**config.mk**
```make
export PLATFORM = sky130hd
export DESIGN_NAME = stage_wb_q
export DESIGN_NICKNAME = d
export VERILOG_FILES = /design/src/rtl/mips_cpu_pkg.sv /design/src/rtl/wb_load_align.sv /design/src/rtl/stage_wb_q.sv
export SDC_FILE = /design/constraint.sdc
export NUM_CORES = 1
export LEC_CHECK = 0
export ABC_CLOCK_PERIOD_IN_PS = 2650
export CAP_MARGIN = 20
export CELL_PAD_IN_SITES_DETAIL_PLACEMENT = 1
export CELL_PAD_IN_SITES_GLOBAL_PLACEMENT = 1
export CORE_MARGIN = 5
export CORE_UTILIZATION = 30
export CTS_CLUSTER_SIZE = 30
export DETAILED_ROUTE_END_ITERATION = 6
export PLACE_DENSITY = 0.67
export SYNTH_ARGS = -nofsm -noshare
export SYNTH_HDL_FRONTEND = slang
export SYNTH_SLANG_ARGS = --single-unit
```
**constraint.sdc**
```tcl
create_clock -name clk -period 2.65 [get_ports clk]
set_clock_uncertainty 0.1 [all_clocks]
set_input_delay 0.265 -clock clk [delete_from_list [all_inputs] [get_ports clk]]
set_output_delay 0.265 -clock clk [all_outputs]
set_load 0.02 [all_outputs]
```
**src/rtl/mips_cpu_pkg.sv**
```systemverilog
`default_nettype none
// ============================================================================
// mips_cpu_pkg : shared MIPS pipeline types (load kinds, registers, words)
// Revision     : 1.0
// ============================================================================
package mips_cpu_pkg;

    typedef logic [31:0] word_t;
    typedef logic [63:0] double_word_t;

    typedef enum logic [2:0] {
        LD_LW  = 3'd0,
        LD_LH  = 3'd1,
        LD_LHU = 3'd2,
        LD_LB  = 3'd3,
        LD_LBU = 3'd4
    } ldtype_enum;

    typedef enum logic [4:0] {
        R_ZERO, R_AT, R_V0, R_V1, R_A0, R_A1, R_A2, R_A3,
        R_T0,   R_T1, R_T2, R_T3, R_T4, R_T5, R_T6, R_T7,
        R_S0,   R_S1, R_S2, R_S3, R_S4, R_S5, R_S6, R_S7,
        R_T8,   R_T9, R_K0, R_K1, R_GP, R_SP, R_FP, R_RA
    } reg_enum;

    // data carries alures until a load response overwrites it with raw memory data
    typedef struct packed {
        logic         dm2rf;
        logic         hilowe;
        logic         rfwe;
        logic         done;
        ldtype_enum   ldtype;
        logic [1:0]   addrlo;
        reg_enum      rfwa;
        word_t        data;
        double_word_t mulres;
    } wb_entry_t;

endpackage
`default_nettype wire

```
**src/rtl/wb_load_align.sv**
```systemverilog
`default_nettype none
// ============================================================================
// wb_load_align : little-endian load lane select with sign/zero extension
// Revision      : 1.0
// ============================================================================
module wb_load_align
    import mips_cpu_pkg::*;
(
    input  ldtype_enum ldtype_i,
    input  logic [1:0] addrlo_i,
    input  word_t      rdata_i,
    output word_t      word_o,
    output logic       misalign_o
);

    logic [15:0] w_half;
    logic [7:0]  w_byte;

    // Lane selects ignore the low address bits a wider access cannot use,
    // which is exactly the "offending bits cleared" behaviour on misalignment.
    always_comb begin
        w_half = addrlo_i[1] ? rdata_i[31:16] : rdata_i[15:0];
        case (addrlo_i)
            2'd0:    w_byte = rdata_i[7:0];
            2'd1:    w_byte = rdata_i[15:8];
            2'd2:    w_byte = rdata_i[23:16];
            default: w_byte = rdata_i[31:24];
        endcase
    end

    always_comb begin
        word_o     = rdata_i;
        misalign_o = 1'b0;
        case (ldtype_i)
            LD_LW:  misalign_o = (addrlo_i != 2'b00);
            LD_LH:  begin
                misalign_o = addrlo_i[0];
                word_o     = {{16{w_half[15]}}, w_half};
            end
            LD_LHU: begin
                misalign_o = addrlo_i[0];
                word_o     = {16'h0000, w_half};
            end
            LD_LB:  word_o = {{24{w_byte[7]}}, w_byte};
            LD_LBU: word_o = {24'h000000, w_byte};
            default: ;
        endcase
    end

endmodule
`default_nettype wire

```
**src/rtl/stage_wb_q.sv**
```systemverilog
`default_nettype none
// ============================================================================
// stage_wb_q : in-order writeback queue with out-of-band load data return
// Revision   : 1.0
// ============================================================================
module stage_wb_q
    import mips_cpu_pkg::*;
#(
    parameter int DEPTH      = 4,
    parameter bit ERR_STICKY = 1'b1
) (
    input  logic                   clk,
    input  logic                   rst,
    input  logic                   wb_i_valid,
    output logic                   wb_o_ready,
    input  logic                   wb_i_dm2rf,
    input  logic                   wb_i_hilowe,
    input  logic                   wb_i_rfwe,
    input  ldtype_enum             wb_i_ldtype,
    input  logic [1:0]             wb_i_addrlo,
    input  reg_enum                wb_i_rfwa,
    input  word_t                  wb_i_alures,
    input  double_word_t           wb_i_mulres,
    input  logic                   dm_rvalid,
    input  word_t                  dm_rdata,
    output logic                   rfwe,
    output reg_enum                rfwa,
    output word_t                  rfwd,
    output logic                   hilowe,
    output word_t                  hi_i,
    output word_t                  lo_i,
    output logic                   wb_o_busy,
    output logic [$clog2(DEPTH):0] wb_o_count,
    output logic                   wb_o_err
);

    localparam int PW = $clog2(DEPTH);
    localparam int CW = PW + 1;
    localparam logic [CW-1:0] c_full_cnt = CW'(DEPTH);

    logic [PW-1:0] head_q, head_d, tail_q, tail_d, w_match_idx;
    logic [CW-1:0] count_q, count_d;
    logic          rfwe_q, hilowe_q, err_q, err_d;
    reg_enum       rfwa_q;
    word_t         rfwd_q, hi_q, lo_q, w_ld_word, w_rfwd;
    wb_entry_t     w_ent [DEPTH];
    wb_entry_t     w_head, w_new;
    logic          w_full, w_enq, w_retire, w_match, w_resp, w_misalign, w_err_evt;

    assign w_full   = (count_q == c_full_cnt);
    assign w_enq    = wb_i_valid && !w_full;
    assign w_head   = w_ent[head_q];
    assign w_retire = (count_q != '0) && w_head.done;

    always_comb begin
        w_new        = '0;
        w_new.dm2rf  = wb_i_dm2rf;
        w_new.hilowe = wb_i_hilowe;
        w_new.rfwe   = wb_i_rfwe;
        w_new.done   = !wb_i_dm2rf;
        w_new.ldtype = wb_i_ldtype;
        w_new.addrlo = wb_i_addrlo;
        w_new.rfwa   = wb_i_rfwa;
        w_new.data   = wb_i_alures;
        w_new.mulres = wb_i_mulres;
    end

    // Oldest pending load, scanned from head; this cycle's enqueue is not yet visible here.
    always_comb begin
        w_match     = 1'b0;
        w_match_idx = '0;
        for (int k = 0; k < DEPTH; k++) begin
            if (!w_match && (CW'(k) < count_q) &&
                w_ent[head_q + PW'(k)].dm2rf && !w_ent[head_q + PW'(k)].done) begin
                w_match     = 1'b1;
                w_match_idx = head_q + PW'(k);
            end
        end
    end

    assign w_resp = dm_rvalid && w_match;

    for (genvar e = 0; e < DEPTH; e++) begin : g_entry
        wb_entry_t ent_q, ent_d;
        always_comb begin
            ent_d = ent_q;
            if (w_enq && (tail_q == PW'(e))) begin
                ent_d = w_new;
            end else if (w_resp && (w_match_idx == PW'(e))) begin
                ent_d.done = 1'b1;
                ent_d.data = dm_rdata;
            end
        end
        always_ff @(posedge clk) begin
            if (rst) ent_q <= '0;
            else     ent_q <= ent_d;
        end
        assign w_ent[e] = ent_q;
    end

    wb_load_align u_align (
        .ldtype_i   (w_head.ldtype),
        .addrlo_i   (w_head.addrlo),
        .rdata_i    (w_head.data),
        .word_o     (w_ld_word),
        .misalign_o (w_misalign)
    );

    assign w_rfwd    = w_head.dm2rf ? w_ld_word : w_head.data;
    assign w_err_evt = (dm_rvalid && !w_match) ||
                       (w_retire && w_head.dm2rf && w_misalign);

    always_comb begin
        head_d  = head_q + PW'(w_retire);
        tail_d  = tail_q + PW'(w_enq);
        count_d = count_q + CW'(w_enq) - CW'(w_retire);
        err_d   = ERR_STICKY ? (err_q | w_err_evt) : w_err_evt;
    end

    always_ff @(posedge clk) begin
        if (rst) begin
            head_q   <= '0;
            tail_q   <= '0;
            count_q  <= '0;
            rfwe_q   <= 1'b0;
            hilowe_q <= 1'b0;
            rfwa_q   <= R_ZERO;
            rfwd_q   <= '0;
            hi_q     <= '0;
            lo_q     <= '0;
            err_q    <= 1'b0;
        end else begin
            head_q   <= head_d;
            tail_q   <= tail_d;
            count_q  <= count_d;
            err_q    <= err_d;
            rfwe_q   <= w_retire && w_head.rfwe && (w_head.rfwa != R_ZERO);
            hilowe_q <= w_retire && w_head.hilowe;
            if (w_retire) begin
                rfwa_q <= w_head.rfwa;
                rfwd_q <= w_rfwd;
                hi_q   <= w_head.mulres[63:32];
                lo_q   <= w_head.mulres[31:0];
            end
        end
    end

    assign wb_o_ready = !w_full;
    assign wb_o_busy  = (count_q != '0);
    assign wb_o_count = count_q;
    assign wb_o_err   = err_q;
    assign rfwe       = rfwe_q;
    assign rfwa       = rfwa_q;
    assign rfwd       = rfwd_q;
    assign hilowe     = hilowe_q;
    assign hi_i       = hi_q;
    assign lo_i       = lo_q;

endmodule
`default_nettype wire

```
**Yosys cells after proc, flatten, opt, wreduce, memory -nomap -nowiden**

Index checks and enable logic that the tools add are counted.

- Register bits: 551
- Input bits: 145
- Output and inout port bits: 109
- Logic and storage cells: 171

- Add/subtract/negate cells: 7
- Magnitude comparators: 8
- Equal/unequal tests: 13
- Multiplexer cells: 41
- Bitwise operators: 5
- Reductions and logical operators: 51

Operators with widths:

| kind | count |
|---|---|
| binary-select mux 110 bit (select 2 bit) | 4 |
| two-way mux 110 bit | 8 |
| two-way mux 32 bit | 9 |
| case mux 32 bit (4 select lines) | 1 |
| logical AND 1 bit | 28 |
| case mux 8 bit (3 select lines) | 1 |
| two-way mux 16 bit | 1 |
| >= comparator 3 bit, second input constant | 4 |
| two-way mux 1 bit | 12 |
| inverter 2 -> 3 bit | 4 |
| equality test 2 bit, second input constant | 5 |
| zero test 1 bit | 10 |
| nonzero test 2 bit | 5 |
| two-way mux 2 bit | 4 |
| equality test 2 x 1 -> 1 bit, second input constant | 3 |
| equality test 3 x 2 -> 1 bit, second input constant | 2 |
| equality test 3 bit, second input constant | 2 |
| zero test 2 bit | 3 |
| less-than comparator 1 x 3 -> 1 bit, first input constant | 2 |
| less-than comparator 2 x 3 -> 1 bit, first input constant | 2 |
| nonzero test 5 bit | 1 |
| adder 2 x 1 -> 2 bit | 2 |
| adder 2 bit, second input constant | 2 |
| adder 3 x 1 -> 3 bit | 1 |
| other kinds (9) | 9 |

**Longest topological paths before layout**

- Word-level depth: 26
- Mapped depth: 13
- Depth with buffers taken out: 11

**By module**

A second synthesis with hierarchy kept.

- Cell total of the unflattened synthesis: 2834
- Area total of the unflattened synthesis: 25035.3 µm²

Modules (own cells, without submodules):

| module | times used | cells an instance | area each (µm²) | sequential area each (µm²) |
|---|---|---|---|---|
| stage_wb_q | 1 | 2677 | 23968.0 | 11030.6 |
| wb_load_align | 1 | 157 | 1067.3 | 0.0 |

**Worst setup path after synthesis**

Ideal clock, no wire load.

- Kind: register to register
- From: register count_q[2] (netlist: wb_o_count[2])
- To: register g_entry[1].ent_q[69] in the netlist's numbering
- Library setup time: 0.087 ns
- Arrival: 2.651 ns
- Data required time: 2.463 ns
- Path slack: -0.187 ns
- Stages on the path, launching flop included: 12
- Buffers on the path: 2
- Period minus slack after synthesis: 2.837 ns
- Cells stage by stage: dfxtp_1 -> inv_1 -> ha_1 -> nand2b_1 -> nand2_1 -> o32ai_2 -> o31ai_1 -> a221o_1 -> or2_1 -> buf_2 -> buf_6 -> a221oi_2

- Longest elaborated chain between the ends: 22
- Elaborated cells between the ends (all ways): 35
- Classes of those cells: order compare: 4; eq/ne: 2; mux: 9; reduce/logical: 20

Ends and longest elaborated chain:

| item | line | source |
|---|---|---|
| start: declaration | stage_wb_q.sv:42 | `logic [CW-1:0] count_q, count_d;` |
| start signal: assignment | stage_wb_q.sv:135 | `count_q <= count_d;` |
| less-than comparator 1 x 3 -> 1 bit | stage_wb_q.sv:73 | `if (!w_match && (CW'(k) < count_q) &&` |
| logical AND 1 bit | stage_wb_q.sv:73 |  |
| logical AND 1 bit | stage_wb_q.sv:74 | `w_ent[head_q + PW'(k)].dm2rf && !w_ent[head_q + PW'(k)].done) begin` |
| two-way mux 1 bit | stage_wb_q.sv:73 |  |
| zero test 1 bit | stage_wb_q.sv:73 |  |
| logical AND 1 bit (2 in a row) | stage_wb_q.sv:73 |  |
| logical AND 1 bit | stage_wb_q.sv:74 |  |
| two-way mux 1 bit | stage_wb_q.sv:73 |  |
| (+4 left out) | -- |  |
| two-way mux 1 bit | stage_wb_q.sv:73 |  |
| zero test 1 bit | stage_wb_q.sv:73 |  |
| logical AND 1 bit (2 in a row) | stage_wb_q.sv:73 |  |
| logical AND 1 bit | stage_wb_q.sv:74 |  |
| two-way mux 2 bit / two-way mux 1 bit (equally long branches) | stage_wb_q.sv:73 |  |
| equality test 2 x 1 -> 1 bit / logical AND 1 bit (equally long branches) | stage_wb_q.sv:89, stage_wb_q.sv:81 |  |
| logical AND 1 bit | stage_wb_q.sv:89 | `end else if (w_resp && (w_match_idx == PW'(e))) begin` |
| nonzero test 2 bit (no source line) | -- |  |
| end signal: assignment | stage_wb_q.sv:96 | `else ent_q <= ent_d;` |
| end: declaration | stage_wb_q.sv:84 | `wb_entry_t ent_q, ent_d;` |

Parallel ways exist; a longest one is shown, timed or not.
A chain may end at the register's enable or synchronous reset.

**Final worst setup path**

- From: register head_q[0]
- To: register g_entry[2].ent_q[74] in the netlist's numbering

- Longest elaborated chain between the ends: 25
- Elaborated cells between the ends (all ways): 49
- Classes of those cells: add/sub: 3; eq/ne: 1; mux: 20; bitwise: 4; reduce/logical: 21

Ends and longest elaborated chain:

| item | line | source |
|---|---|---|
| start: declaration | stage_wb_q.sv:41 | `logic [PW-1:0] head_q, head_d, tail_q, tail_d, w_match_idx;` |
| start signal: assignment | stage_wb_q.sv:122 | `head_q <= '0;` |
| start signal: assignment | stage_wb_q.sv:133 | `head_q <= head_d;` |
| inverter 2 -> 3 bit (not written as such) | stage_wb_q.sv:74 |  |
| binary-select mux 110 bit (select 2 bit) | stage_wb_q.sv:74 |  |
| two-way mux 110 bit (not written as such) (2 in a row) | stage_wb_q.sv:74 |  |
| logical AND 1 bit / zero test 1 bit (equally long branches) | stage_wb_q.sv:73, stage_wb_q.sv:74 |  |
| logical AND 1 bit | stage_wb_q.sv:74 |  |
| two-way mux 1 bit | stage_wb_q.sv:73 |  |
| zero test 1 bit | stage_wb_q.sv:73 |  |
| logical AND 1 bit (2 in a row) | stage_wb_q.sv:73 |  |
| (+6 left out) | -- |  |
| two-way mux 1 bit | stage_wb_q.sv:73 |  |
| zero test 1 bit | stage_wb_q.sv:73 |  |
| logical AND 1 bit (2 in a row) | stage_wb_q.sv:73 |  |
| logical AND 1 bit | stage_wb_q.sv:74 |  |
| two-way mux 2 bit / two-way mux 1 bit (equally long branches) | stage_wb_q.sv:73 |  |
| equality test 2 bit / logical AND 1 bit (equally long branches) | stage_wb_q.sv:89, stage_wb_q.sv:81 |  |
| logical AND 1 bit * | stage_wb_q.sv:89 |  |
| nonzero test 2 bit (no source line) * | -- |  |
| end signal: assignment | stage_wb_q.sv:96 |  |
| end: declaration | stage_wb_q.sv:84 |  |

Mark *: on every way between the ends. The rest lies on a longest branch, timed or not. The select of a mux whose other input is x is not followed.

==> flow_summary.toml <==
[timing]
rsz0062_at_grt = "true"
setup_ws_ns = -0.0974
min_period_ns = 2.75
slew_viol_final = 0
whs_ns = 0.104
fmax_mhz = 364
final-hold-violation-count = 0
tightest_slew_ns = 0.837
setup_viol = 115
maxSlewHeadroom_pct = 44.1
finalCritPeriodShare_pct = 104
fin_setup_tns_ns = -6.02

[synthesis]
synth_edf_count = 0
synth_area_per_cell_um2 = 8.66
synthTopCellsByArea = "dfxtp_1 (45%), nand2_1 (14%), mux4_2 (10%), a21oi_1 (9.5%), mux2_2 (3.5%)"
synth.distinct_cells = 59
yosysTopAreaCellShare_pct = 45.2
syn_area_mm2 = 0.0244
yosys_warnings = 0
synthArstFlopShare_pct = 0
yosys.area.top_type = "dfxtp_1"
yosysSeqAreaShare_pct = 45.2
syn_nets = 2968
synthFlopType = "dfxtp_1"
syn_inst = 2816
synth-seq-cells = 551

[power]
intPower_mw = 17.5
switching_share_pct = 32.9
p_total_mw = 26.1
power_switching_mw = 8.58
power.density_mw_per_mm2 = 817
seq_power_share_pct = 36.7
share_comb_of_total_power_pct = 27.7
ir_worst_vdd_v = 0.000416
p_leak_nw = 11.0
pwr-share-clk_pct = 35.6

[cells_and_area]
final_cell_mix = "nand2_1 (907), dfxtp_1 (545), a21oi_1 (455)"
finalNetCount = 3213
syn2layout_area_growth_pct = 30.9
fillerInstances = 9206
final_common_cell = "nand2_1"
final_util_pct = 39.7
drive_gt1_share_pct = 18.1
final_area_mm2 = 0.0319
stdcell_count = 4181

[cts]
clk_latency_ns = 0.61
clockBufferDepth = 3
h-tree-depth = 3
cts-root-buf = "clkbuf_16"
numCtsBuffers = 66
cts_hold_buf = 0
cts_sinks = 551
path_clk_slew_ns = 0.06
cts_tree = "done"

[detailed_routing]
dr.first_iter.drc_count = 1083
drt_wl_total_um = 89200
wire_per_inst_um = 21.3
vias = 21400
vias_per_cell = 5.12
drc_errors = 0
drt-pass1-iter-count = 5
ant_nets = 0

[worst_setup_path]
setup.worst_path.end_class = "register"
worstPathArrival_ns = 3.12
path_max_fanout = 12
start_kind = "register"
crit_type = "reg2reg"
cp.required_ns = 3.03

[floorplanning]
die_area_mm2 = 0.0871
die_h_um = 295
die_x_um = 295
std_cell_rows = 104
start_util_pct = 30.3
core_area_mm2 = 0.0805
ios = 254

[placed_design]
gp_congestion = 0.801
placedCellCount = 4028
hpwl_um = 55400
dpl_cell_area_mm2 = 0.0289
numPortBuffers = 253
dp_slack_ns = -0.203

[grt]
grt_usage_pct = 19.5
grt_max_degree = 123
grt_pass1_vias = 22500
grt_first_pass_wirelength_um = 134000
grt-ovfl-total = 0
antenna_found_initial = 15

[worst_hold_path]
hold_path.class = "in2reg"

[run_status]
status = "complete, but fails checks"
violations = "setup timing"

[job]
max_cap_viol_count = 0
-- cell type report --
cell class	count	area [um^2]	share of cell area [%]
antenna	9	22.5	0.0705
clock buffer	93	1890	5.90
clock inverter	26	328	1.03
inverter	14	55.1	0.172
multi-input combinational	2016	12800	40.1
sequential	551	11000	34.6
tap	1060	1330	4.15
timing repair buffer	412	4490	14.0
-- critical path, stage by stage (launching register included) --
cell,delay [ns]
dfxtp_4,0.41
mux4_2,0.56
inv_2,0.08
a21oi_2,0.05
a221o_1,0.35
a221oi_2,0.23
buf_4,0.19
o21ai_4,0.08
buf_12,0.15
buf_12,0.15
mux2_2,0.28
-- sequential cells by signal, summed over array words and instances, names as in the netlist --
| register | cells |
|---|---|
| rfwa | 5 |
| hilowe | 1 |
| hi_i | 32 |
| rfwe | 1 |
| lo_i | 32 |
| wb_o_err | 1 |
| wb_o_count | 3 |
| g_entry.ent_q | 440 |
| head_q | 2 |
| tail_q | 2 |
| rfwd | 32 |
-- final timing paths --
check,cells after the start,startpoint,endpoint,slack [ns]
worst max-delay path,10,head_q[0]$_SDFF_PP0_,g_entry[2].ent_q[74]$_SDFFE_PP0P_,-0.1
worst min-delay path,2,rst,g_entry[1].ent_q[83]$_SDFFE_PP0P_,0.10
worst max register to register,10,head_q[0]$_SDFF_PP0_,g_entry[2].ent_q[74]$_SDFFE_PP0P_,-0.1
worst min register to register,2,g_entry[3].ent_q[23]$_SDFFE_PP0P_,g_entry[3].ent_q[23]$_SDFFE_PP0P_,0.35
-- kinds of logic after synthesis --
family,synth area share (%)
compound gates,14.7
xor+xnor,0.144
fa+ha+maj,0.390
buf+inv,4.17
flops,45.2
mux,16.6
simple gates,18.9
-- synthesized netlist by cell type, types with 24 or more instances --
master	instances
nor2b_1	71
a221oi_2	31
o21ai_0	38
nor3_1	24
mux2i_1	73
buf_2	24
a21oi_1	462
nand2_1	912
clkbuf_1	179
mux2_2	76
a221oi_1	34
buf_1	25
dfxtp_1	551
mux4_2	109
nor2_1	104
-- power by group through the flow --
stage               Sequential [mW]  Clock, mW  Combinational [mW]
floorplan                      9.75          0                3.81
global placement               9.73          0                6.73
detailed placement             9.75          0                6.81
CTS                            9.58       9.51                6.99
global route                   9.67       9.84                7.73
finish                         9.58       9.28                7.22
-- repair_timing --
action / 4_1_cts / 5_1_grt
cloned: 2 / 5
resized for setup: 38 / 85
setup buffers: 9 / 9
pin swaps: 7 / 26
setup endpoints to repair: 159 / 166
-- routing by layer --
layer,global-route usage [%],routed length [um],vias to the layer above
met4,6.78,2880,8
met1,25.0,38500,10700
met5,0,51,-
met2,33.6,43500,438
li1,-,-,10100
met3,3.25,4180,171
Power figures use the tool's default switching activity.
